==> src/rtl/tdm_demultiplexer_4ch_if.sv <==
// Slot-stream / word bus between the TDM receive link and the demultiplexer.
// master drives the serial slots, slave returns the rebuilt word and status.
interface tdm_demultiplexer_4ch_if #(
  parameter int SLOT_W = 1,
  parameter int CNT_W  = 8
);
  logic [SLOT_W-1:0]   y;
  logic                y_valid;
  logic                frame_sync;
  logic [4*SLOT_W-1:0] w;
  logic                w_valid;
  logic [1:0]          s;
  logic                sync_err;
  logic [CNT_W-1:0]    frame_cnt;

  modport master (
    output y, y_valid, frame_sync,
    input  w, w_valid, s, sync_err, frame_cnt
  );

  modport slave (
    input  y, y_valid, frame_sync,
    output w, w_valid, s, sync_err, frame_cnt
  );
endinterface

==> src/rtl/tdm_demultiplexer_4ch.sv <==
// Rebuilds a 4-lane word from a frame-synced TDM slot stream; flags early
// sync markers and counts completed frames.
module tdm_demultiplexer_4ch #(
  parameter int SLOT_W = 1,
  parameter int CNT_W  = 8
) (
  input  logic                  clk,
  input  logic                  rst_n,
  tdm_demultiplexer_4ch_if.slave bus
);
  typedef enum logic {HUNT, COLLECT} state_t;

  state_t              state_q, state_d;
  logic [1:0]          s_q, s_d;
  logic [3*SLOT_W-1:0] stage_q, stage_d;
  logic [4*SLOT_W-1:0] w_q, w_d;
  logic                w_valid_q, w_valid_d;
  logic                sync_err_q, sync_err_d;
  logic [CNT_W-1:0]    frame_cnt_q, frame_cnt_d;

  always_comb begin
    state_d     = state_q;
    s_d         = s_q;
    stage_d     = stage_q;
    w_d         = w_q;
    w_valid_d   = 1'b0;
    sync_err_d  = 1'b0;
    frame_cnt_d = frame_cnt_q;

    if (bus.y_valid) begin
      unique case (state_q)
        HUNT: begin
          if (bus.frame_sync) begin
            stage_d[0 +: SLOT_W] = bus.y;
            s_d                  = 2'd1;
            state_d              = COLLECT;
          end
        end
        COLLECT: begin
          if (bus.frame_sync && s_q != 2'd0) begin
            // Early marker: drop the partial frame and restart on this beat.
            sync_err_d           = 1'b1;
            stage_d[0 +: SLOT_W] = bus.y;
            s_d                  = 2'd1;
          end else if (s_q == 2'd3) begin
            w_d         = {bus.y, stage_q};
            w_valid_d   = 1'b1;
            frame_cnt_d = frame_cnt_q + 1'b1;
            s_d         = 2'd0;
            state_d     = HUNT;
          end else begin
            for (int k = 0; k < 3; k++) begin
              if (s_q == 2'(k)) stage_d[k*SLOT_W +: SLOT_W] = bus.y;
            end
            s_d = s_q + 2'd1;
          end
        end
        default: state_d = HUNT;
      endcase
    end
  end

  always_ff @(posedge clk) begin
    if (!rst_n) begin
      state_q     <= HUNT;
      s_q         <= '0;
      stage_q     <= '0;
      w_q         <= '0;
      w_valid_q   <= 1'b0;
      sync_err_q  <= 1'b0;
      frame_cnt_q <= '0;
    end else begin
      state_q     <= state_d;
      s_q         <= s_d;
      stage_q     <= stage_d;
      w_q         <= w_d;
      w_valid_q   <= w_valid_d;
      sync_err_q  <= sync_err_d;
      frame_cnt_q <= frame_cnt_d;
    end
  end

  assign bus.w         = w_q;
  assign bus.w_valid   = w_valid_q;
  assign bus.s         = s_q;
  assign bus.sync_err  = sync_err_q;
  assign bus.frame_cnt = frame_cnt_q;
endmodule
==> src/flat_wrapper.sv <==
// flat-port wrapper written by rule: the top's interface ports become plain ports
module tdm_demultiplexer_4ch_flat 
#(
  parameter int SLOT_W = 1,
  parameter int CNT_W  = 8
)
  (clk, rst_n, bus_y, bus_y_valid, bus_frame_sync, bus_w, bus_w_valid, bus_s, bus_sync_err, bus_frame_cnt);
  tdm_demultiplexer_4ch_if #(.SLOT_W(SLOT_W), .CNT_W(CNT_W)) bus_i ();
  input  logic clk;
  input  logic rst_n;
  input wire logic [$bits(bus_i.y)-1:0] bus_y;
  input wire logic [$bits(bus_i.y_valid)-1:0] bus_y_valid;
  input wire logic [$bits(bus_i.frame_sync)-1:0] bus_frame_sync;
  output wire logic [$bits(bus_i.w)-1:0] bus_w;
  output wire logic [$bits(bus_i.w_valid)-1:0] bus_w_valid;
  output wire logic [$bits(bus_i.s)-1:0] bus_s;
  output wire logic [$bits(bus_i.sync_err)-1:0] bus_sync_err;
  output wire logic [$bits(bus_i.frame_cnt)-1:0] bus_frame_cnt;
  assign bus_i.y = bus_y;
  assign bus_i.y_valid = bus_y_valid;
  assign bus_i.frame_sync = bus_frame_sync;
  assign bus_w = bus_i.w;
  assign bus_w_valid = bus_i.w_valid;
  assign bus_s = bus_i.s;
  assign bus_sync_err = bus_i.sync_err;
  assign bus_frame_cnt = bus_i.frame_cnt;
  tdm_demultiplexer_4ch #(.SLOT_W(SLOT_W), .CNT_W(CNT_W)) u_core (.clk(clk), .rst_n(rst_n), .bus(bus_i));
endmodule
==> config.mk <==
export PLATFORM = sky130hd
export DESIGN_NAME = tdm_demultiplexer_4ch_flat
export DESIGN_NICKNAME = d
export VERILOG_FILES = /design/src/rtl/tdm_demultiplexer_4ch_if.sv /design/src/rtl/tdm_demultiplexer_4ch.sv /design/src/flat_wrapper.sv
export SDC_FILE = /design/constraint.sdc
export NUM_CORES = 1
export LEC_CHECK = 0
export ABC_AREA = 1
export BUFFER_PORTS_ARGS = -buffer_cell sky130_fd_sc_hd__buf_4
export CAP_MARGIN = 40
export CORE_UTILIZATION = 40
export DETAILED_ROUTE_END_ITERATION = 10
export HOLD_SLACK_MARGIN = 0.08
export PLACE_DENSITY_LB_ADDON = 0.12
export SLEW_MARGIN = 0
export SYNTH_ARGS = -nofsm -noshare
export SYNTH_HDL_FRONTEND = slang
export SYNTH_SLANG_ARGS = --single-unit
==> constraint.sdc <==
create_clock -name clk -period 1.7 [get_ports clk]
set_input_delay 0.17 -clock clk [delete_from_list [all_inputs] [get_ports clk]]
set_output_delay 0.17 -clock clk [all_outputs]
set_load 0.01 [all_outputs]
==> impl_metrics.tcl, run 1 <==
set metrics [dict create \
    outcome "complete, no violations" \
    rsz0062_at_grt "no" \
    clkTransAtPathRegs_ns 0.12 \
    num-fill-cells 218 \
    grt_use_total_pct 16.5 \
    antenna_found_initial 0 \
    cp-start-kind "register" \
    start_util_pct 44.6 \
    pwr-share-seq_pct 51.8 \
    postCtsHoldBufs 0 \
    syn-cell-area_um2 920 \
    synth-simple-area-share_pct 29.7 \
    vias_per_cell 4.91 \
    finalCriticalPeriod_ns 1.57 \
    synth.avg_cell_area_um2 7.42 \
    relSlewSlack_pct 81.8 \
    finalHoldViolations 0 \
    fp.dieArea_um2 2500 \
    p_switching_w 0.000198 \
    crit_fanout 8 \
    synth_compound_area_share_pct 9.25 \
    fin_setup_tns_ns 0 \
    p_per_area_nw_per_um2 824 \
    finalSetupViolCount 0 \
    drtPass1Iterations 4 \
    drive_gt1_share_pct 21.9 \
    fmax_mhz 639 \
    cts_root_buf "clkbuf_4" \
    combPwrFrac_pct 7.7 \
    cts_tree "built" \
    synth-seq-cells 20 \
    synth_xor_area_share_pct 0.952 \
    ant_nets 0 \
    final_max_slew_viol_count 0 \
    netSwitchingFraction_pct 21.0 \
    skew_ns 0.00898 \
    io_buffers 20 \
    grt_pass1_vias 756 \
    synthFlopType "dfxtp_1" \
    worst_ep_required_time_ns 1.91 \
    routedWlPerCell_um 10.4 \
    synth.area.mux_share_pct 1.09 \
    layout_commonest_cell "nand2_1" \
    synth_adder_area_share_pct 6.80 \
    stdcell_area_um2 1150 \
    setup_slack_ns 0.135 \
    end_kind "register" \
    clkPwrFrac_pct 40.6 \
    ios 21 \
    die-width_um 50.0 \
    wl_um 1810 \
    clk_latency_ns 0.30 \
    gp_routability_congestion 0.787 \
    synth_top_family_by_area "simple AND/OR/NAND/NOR gates" \
    die_h_um 50.0 \
    final_nets 157 \
    syn_to_final_growth_pct 24.6 \
    drt_iter0_drc 11 \
    tightest_slew_ns 0.273 \
    cts_buffers 3 \
    dpl-instance-area_um2 1080 \
    final_cell_mix "nand2_1 (24), buf_4 (22), nor2_1 (19)" \
    clockBufferDepth 2 \
    worst_hold_path_type "primary input to register" \
    placementRows 16 \
    synth-async-reset-ratio_pct 0 \
    p_leak_nw 0.540 \
    critPathKind "register to register" \
    yosysUniqueCellTypes 19 \
    synthCells 124 \
    ir_worst_vdd_v 0.000659 \
    cts_max_level 1 \
    overflow 0 \
    ys_seq_area_share_pct 43.5 \
    internal_power_w 0.000746 \
    vias 849 \
    pre_cts_ws_ns 0.0470 \
    yosysWarningCount 0 \
    n_antenna_cell 0 \
    cts.sinks 20 \
    coreArea_um2 2060 \
    dp_hpwl_um 1330 \
    power_w 0.000944 \
    grt_max_degree 19 \
    syn_nets 134 \
    synth_edf_count 0 \
    max_cap_viol_count 0 \
    drc_errors 0 \
    crit_arrival_ns 1.77 \
    finish.utilization_pct 55.6 \
    grt_pass1_wl_um 3150 \
    min_period_over_period_pct 92.1 \
]
layer usage:
layer  GRT usage, %  wire length [um]  share of wire, %
met2           26.4               770                43
met4           4.76                14              0.78
met3           5.56                95               5.3
met5              0                 0                 0
met1           21.0               924                51
synth_stat cells (2+ instances only):
library cell | number | share of area [%]
nand2_2 | 2 | 1.4
nand2_1 | 24 | 9.8
nand4_1 | 2 | 1.4
dfxtp_1 | 20 | 44
ha_1 | 5 | 6.8
nor2_1 | 19 | 7.8
a21oi_1 | 9 | 4.9
nor3_1 | 2 | 1.1
inv_1 | 14 | 5.7
o21ai_0 | 8 | 4.4
nand3_1 | 11 | 6.0
stage by stage:
step,cells,hold WS (ns)
detailed placement,167,0.424
finish,173,0.0997
CTS,171,0.0990
global placement,167,0.411
floorplan,124,0.305
global route,173,0.102
cells by family after synthesis:
family,count (synthesis)
simple gates,62
flops,20
buf+inv,18
compound gates,17
fa+ha+maj,5
xor+xnor,1
mux,1
final timing paths:
check                                                     from                        endpoint  slack (ns)  cells after the start
worst max-delay path              u_core.bus.s[0]$_SDFFE_PN0P_    u_core.bus.w[2]$_SDFFE_PN0P_        0.13                     10
worst min-delay path                                     bus_y  u_core.stage_q[0]$_SDFFE_PN0P_         0.1                      3
worst max register to register    u_core.bus.s[0]$_SDFFE_PN0P_    u_core.bus.w[2]$_SDFFE_PN0P_        0.13                     10
worst min register to register  u_core.stage_q[0]$_SDFFE_PN0P_    u_core.bus.w[0]$_SDFFE_PN0P_        0.49                      2
layout make-up:
type / count / area (um^2) / area share [%]
Inverter: 14 / 52.6 / 4.59
Sequential cell: 20 / 403 / 35.2
Multi-Input combinational cell: 86 / 439 / 38.3
Clock buffer: 3 / 22.5 / 1.97
Clock inverter: 1 / 30.0 / 2.62
Timing Repair Buffer: 22 / 165 / 14.4
Tap cell: 27 / 33.8 / 2.95
sequential cells by signal, summed over array words and instances (netlist names):
name / cells
u_core.state_q: 1
u_core.bus.sync_err: 1
u_core.bus.w: 4
u_core.stage_q: 3
u_core.bus.frame_cnt: 8
u_core.bus.w_valid: 1
u_core.bus.s: 2
repair_timing:
action                     CTS  global route
setup endpoints to repair    0            10
resized for setup            0             2
buffers inserted             0             2
power groups by stage:
| stage | combinational (W) | clock (W) | sequential [W] |
|---|---|---|---|
| 2_1_floorplan | 0.0000493 | 0 | 0.000496 |
| 3_3_place_gp | 0.0000704 | 0 | 0.000498 |
| 3_5_place_dp | 0.0000718 | 0 | 0.000498 |
| 4_1_cts | 0.0000718 | 0.000392 | 0.000488 |
| 5_1_grt | 0.0000828 | 0.000419 | 0.000491 |
| 6_report | 0.0000723 | 0.000383 | 0.000489 |
worst max-delay path: stages, from the launching register on:
cell     delay (ns)
dfxtp_2        0.39
inv_1          0.07
ha_1           0.20
inv_1          0.06
nand2_2        0.08
nand2_1        0.11
nor2_4         0.05
buf_4          0.16
buf_4          0.14
o21ai_0        0.13
nor2_1         0.06
Note: power is estimated with default switching activity, not from simulation.
==> run 2, diff against run 1 <==
--- a/config.mk
+++ b/config.mk
@@ -7,8 +7,9 @@
 export LEC_CHECK = 0
 export ABC_AREA = 1
 export BUFFER_PORTS_ARGS = -buffer_cell sky130_fd_sc_hd__buf_4
-export CAP_MARGIN = 40
+export CAP_MARGIN = 0
 export CORE_UTILIZATION = 40
+export CTS_BUF_LIST = sky130_fd_sc_hd__clkbuf_2 sky130_fd_sc_hd__clkbuf_4 sky130_fd_sc_hd__clkbuf_8
 export DETAILED_ROUTE_END_ITERATION = 10
 export HOLD_SLACK_MARGIN = 0.08
 export PLACE_DENSITY_LB_ADDON = 0.12
==> constraint.sdc (replaced) <==
create_clock -name clk -period 1.8 [get_ports clk]
set_input_delay 0.18 -clock clk [delete_from_list [all_inputs] [get_ports clk]]
set_output_delay 0.18 -clock clk [all_outputs]
set_load 0.01 [all_outputs]
==> impl_metrics.tcl, run 2 (same netlist as run 1, synthesis figures left out) <==
set metrics [dict create \
    outcome "complete, no violations" \
    cp-start-kind "register" \
    grtUsageMet1_pct 21.0 \
    critPathKind "register to register" \
    cts_tree "built" \
    clk_latency_ns 0.30 \
    pre_cts_ws_ns 0.147 \
    grt_pass1_vias 756 \
    grt_use_total_pct 16.5 \
    p_per_area_nw_per_um2 776 \
    cts_root_buf "clkbuf_4" \
    crit_fanout 8 \
    cts_max_level 1 \
    antenna_found_initial 0 \
    drive_gt1_share_pct 20.5 \
    gr-max-usage-layer "met2" \
    vias_per_cell 4.84 \
    cts_buffers 3 \
    coreArea_um2 2060 \
    fmax_mhz 611 \
    relSlewSlack_pct 81.9 \
    routedWlPerCell_um 10.2 \
    final_nets 157 \
    overflow 0 \
    fp.dieArea_um2 2500 \
    clkTransAtPathRegs_ns 0.11 \
    clockBufferDepth 2 \
    postCtsHoldBufs 0 \
    rsz0062_at_grt "no" \
    start_util_pct 44.6 \
    dp_hpwl_um 1330 \
    placementRows 16 \
    worst_ep_required_time_ns 2.01 \
    vias 837 \
    gp_routability_congestion 0.787 \
    grt_max_degree 19 \
    met3_usage_pct 5.56 \
    layout_commonest_cell "nand2_1" \
    ios 21 \
    syn_to_final_growth_pct 24.4 \
    fin_setup_tns_ns 0 \
    grt.met2_usage_pct 26.4 \
    die-width_um 50.0 \
    n_antenna_cell 0 \
    ant_nets 0 \
    skew_ns 0.00918 \
    io_buffers 20 \
    cts.sinks 20 \
    p_leak_nw 0.540 \
    final_cell_mix "nand2_1 (24), buf_4 (22), dfxtp_1 (20)" \
    hold_ws_ns 0.107 \
    wl_um 1760 \
    final_max_slew_viol_count 0 \
    setup_slack_ns 0.164 \
    finalHoldViolations 0 \
    tightest_slew_ns 0.270 \
    end_kind "register" \
    max_cap_viol_count 0 \
    grt_pass1_wl_um 3150 \
    largest_reg_flops 8 \
    crit_arrival_ns 1.84 \
    ir_worst_vdd_v 0.000620 \
    die_h_um 50.0 \
    worst_hold_path_type "primary input to register" \
    drt_iter0_drc 10 \
    finalCriticalPeriod_ns 1.64 \
    drtPass1Iterations 4 \
    finalSetupViolCount 0 \
    min_period_over_period_pct 90.9 \
    drc_errors 0 \
]
run 2: cell counts in the layout (fill, tap and decap cells not counted):
Identical to the previous run, type by type.
run 2: metal layers:
layer	vias up	part of all wire (%)
met4	0	0.74
li1	440	-
met3	2	5.0
met5	-	0
met1	375	52
met2	20	42
run 2: per-stage QoR:
stage / cell area [um^2] / std cells / utilization, % / total power (W)
2_1_floorplan: 920 / 124 / - / 0.000515
3_3_place_gp: 1080 / 167 / 52.2 / 0.000536
3_5_place_dp: 1080 / 167 / 52.2 / 0.000538
4_1_cts: 1130 / 171 / 54.7 / 0.000898
5_1_grt: 1140 / 173 / 55.5 / 0.000936
6_report: 1140 / 173 / 55.5 / 0.000888
run 2: layout make-up:
class | count | area, um^2
clock buffer | 3 | 22.5
clock inverter | 1 | 30.0
fill | 216 | 918
inverter | 14 | 52.6
multi-input combinational | 86 | 439
sequential | 20 | 400
tap | 27 | 33.8
timing repair buffer | 22 | 165
run 2: path summary, 6_finish.rpt:
check | from | to | slack, ns | cells past startpoint
worst min register to register | u_core.stage_q[0]$_SDFFE_PN0P_ | u_core.bus.w[0]$_SDFFE_PN0P_ | 0.49 | 2
worst max register to register | u_core.bus.s[0]$_SDFFE_PN0P_ | u_core.bus.w[2]$_SDFFE_PN0P_ | 0.16 | 10
worst min-delay path | bus_y | u_core.stage_q[0]$_SDFFE_PN0P_ | 0.11 | 3
worst max-delay path | u_core.bus.s[0]$_SDFFE_PN0P_ | u_core.bus.w[2]$_SDFFE_PN0P_ | 0.16 | 10
run 2: what timing repair did:
action / 4_1_cts / 5_1_grt
setup buffers: 0 / 2
setup endpoints to repair: 0 / 3
gates resized for setup: 0 / 0
run 2: power breakdown:
| group | internal (W) | switching, W |
|---|---|---|
| registers | 0.000451 | 0.00000968 |
| clock network | 0.000225 | 0.000134 |
| logic | 0.0000273 | 0.0000401 |
run 2: worst max-delay path: stages (launching register included):
cell and delay (ns):
dfxtp_1 0.44, inv_1 0.09, ha_1 0.21, inv_1 0.06, nand2_2 0.08, nand2_1 0.11, nor2_4 0.05, buf_4 0.16
buf_4 0.14, o21ai_0 0.13, nor2_1 0.06
==> run 3, diff against run 2 <==
--- a/config.mk
+++ b/config.mk
@@ -13,6 +13,7 @@
 export DETAILED_ROUTE_END_ITERATION = 10
 export HOLD_SLACK_MARGIN = 0.08
 export PLACE_DENSITY_LB_ADDON = 0.12
+export RECOVER_POWER = 100
 export SLEW_MARGIN = 0
 export SYNTH_ARGS = -nofsm -noshare
 export SYNTH_HDL_FRONTEND = slang
==> impl_metrics.tcl, run 3 (same netlist as run 1, synthesis figures left out) <==
set metrics [dict create \
    start_util_pct 44.6 \
    crit_path_max_incr_delay_ns 0.43 \
    fmax_mhz 625 \
    fin_setup_tns_ns 0 \
    clkTransAtPathRegs_ns 0.11 \
    drc_errors 0 \
    crit_arrival_ns 1.81 \
    critical_path_buf_inv_count 4 \
    clockBufferDepth 2 \
    cts_tree "built" \
    end_kind "register" \
    cts_resized 0 \
    final_cell_mix "nand2_1 (24), nor2_1 (20), dfxtp_1 (20)" \
    grt_max_degree 19 \
    skew_ns 0.00886 \
    gp_routability_congestion 0.787 \
    cpMaxStageDelayCell "dfxtp_1" \
    io_buffers 20 \
    cpLargestDelayFamily "buffers and inverters" \
    pwr-share-seq_pct 52.1 \
    grt_use_total_pct 16.5 \
    max_cap_viol_count 0 \
    relSlewSlack_pct 82.4 \
    tightest_slew_ns 0.263 \
    clk_latency_ns 0.30 \
    rsz0062_at_grt "no" \
    coreArea_um2 2060 \
    finalHoldViolations 0 \
    overflow 0 \
    wl_um 1770 \
    vias_per_cell 4.88 \
    num-fill-cells 238 \
    worstRegToRegCells 10 \
    final_max_slew_viol_count 0 \
    cts.sinks 20 \
    placementRows 16 \
    outcome "complete, no violations" \
    cp-start-kind "register" \
    drt_iter0_drc 9 \
    grtUsageMet1_pct 21.0 \
    drive_gt1_share_pct 8.90 \
    p_switching_w 0.000184 \
    dp_hpwl_um 1330 \
    routedWlPerCell_um 10.2 \
    final_nets 157 \
    min_period_over_period_pct 88.9 \
    layout_commonest_cell "nand2_1" \
    grt_pass1_vias 756 \
    drtPass1Iterations 4 \
    ios 21 \
    grt.met2_usage_pct 26.4 \
    critPathKind "register to register" \
    internal_power_w 0.000700 \
    antenna_found_initial 0 \
    ir_worst_vdd_v 0.000604 \
    netSwitchingFraction_pct 20.8 \
    met3_usage_pct 5.56 \
    ant_nets 0 \
    p_per_area_nw_per_um2 821 \
    cts_buffers 3 \
    vias 844 \
    path_cells "inv_1 -> ha_1 -> inv_1 -> nand2_2 -> nand2_1 -> nor2_1 -> buf_4 -> buf_4 -> o21ai_0 -> nor2_1" \
    fp.dieArea_um2 2500 \
    die_h_um 50.0 \
    cts_root_buf "clkbuf_4" \
    largest_reg_flops 8 \
    finalSetupViolCount 0 \
    finalCriticalPeriod_ns 1.60 \
    n_antenna_cell 0 \
    die-width_um 50.0 \
    cts_max_level 1 \
    combPwrFrac_pct 7.2 \
    worst_ep_required_time_ns 2.01 \
    grt_pass1_wl_um 3150 \
    crit_fanout 8 \
    gr-max-usage-layer "met2" \
    min_path_cells 3 \
    hold_ws_ns 0.107 \
    worst_hold_path_type "primary input to register" \
    p_leak_nw 0.472 \
    postCtsHoldBufs 0 \
    syn_to_final_growth_pct 17.0 \
    cp_num_cells 10 \
    clkPwrFrac_pct 40.7 \
]
## run 3: changes by cell type in the layout (fill, tap and decap cells not counted)
cell / before / now
nor2_1: 19 / 20
nor2_4: 1 / 0
clkbuf_1: 0 / 16
buf_4: 22 / 6
## run 3: area by class of cell
type,count,area [um^2],area share [%]
Sequential cell,20,400,37.2
Inverter,14,52.6,4.88
Multi-Input combinational cell,86,432,40.1
Clock inverter,1,30.0,2.79
Timing Repair Buffer,22,105,9.77
Tap cell,27,33.8,3.14
Clock buffer,3,22.5,2.09
## run 3: path summary, 6_finish.rpt
check / start / end / slack [ns]
min reg2reg: u_core.stage_q[0]$_SDFFE_PN0P_ / u_core.bus.w[0]$_SDFFE_PN0P_ / 0.49
max: u_core.bus.s[0]$_SDFFE_PN0P_ / u_core.bus.w[2]$_SDFFE_PN0P_ / 0.20
min: bus_y / u_core.stage_q[0]$_SDFFE_PN0P_ / 0.11
max reg2reg: u_core.bus.s[0]$_SDFFE_PN0P_ / u_core.bus.w[2]$_SDFFE_PN0P_ / 0.20
## run 3: metal layers
layer / vias up / share of wire (%)
met5: - / 0
met3: 2 / 5.0
li1: 441 / -
met1: 379 / 52
met2: 22 / 42
met4: 0 / 0.73
## run 3: worst register-to-register path, delay by kind of cell, from the launching register on
kind | cells | cell delay [ns]
AO/OA/AOI/OAI | 1 | 0.13
adder cells (fa/ha/maj) | 1 | 0.21
buffers and inverters | 4 | 0.46
flip-flops | 1 | 0.43
AND/OR/NAND/NOR | 4 | 0.27
## run 3: through the flow
| stage | utilization (%) | power [W] | std cells | area (um^2) | setup WS [ns] |
|---|---|---|---|---|---|
| 3_5_place_dp | 52.2 | 0.000538 | 167 | 1080 | 0.147 |
| 4_1_cts | 54.7 | 0.000898 | 171 | 1130 | 0.120 |
| 3_3_place_gp | 52.2 | 0.000536 | 167 | 1080 | 0.222 |
| 5_1_grt | 52.2 | 0.000932 | 173 | 1080 | 0.0543 |
| 6_report | 52.2 | 0.000884 | 173 | 1080 | 0.200 |
| 2_1_floorplan | - | 0.000515 | 124 | 920 | 0.389 |
## run 3: power groups by stage
stage	Clock, W	Combinational (W)	Sequential (W)
2_1_floorplan	0	0.0000466	0.000469
3_3_place_gp	0	0.0000664	0.000470
3_5_place_dp	0	0.0000678	0.000471
4_1_cts	0.000370	0.0000678	0.000461
5_1_grt	0.000395	0.0000738	0.000463
6_report	0.000360	0.0000634	0.000460
## run 3: timing repair
action                                  CTS  global route
endpoints found under the hold margin     0             0
endpoints found under the setup margin    0             3
buffers inserted                          0             2
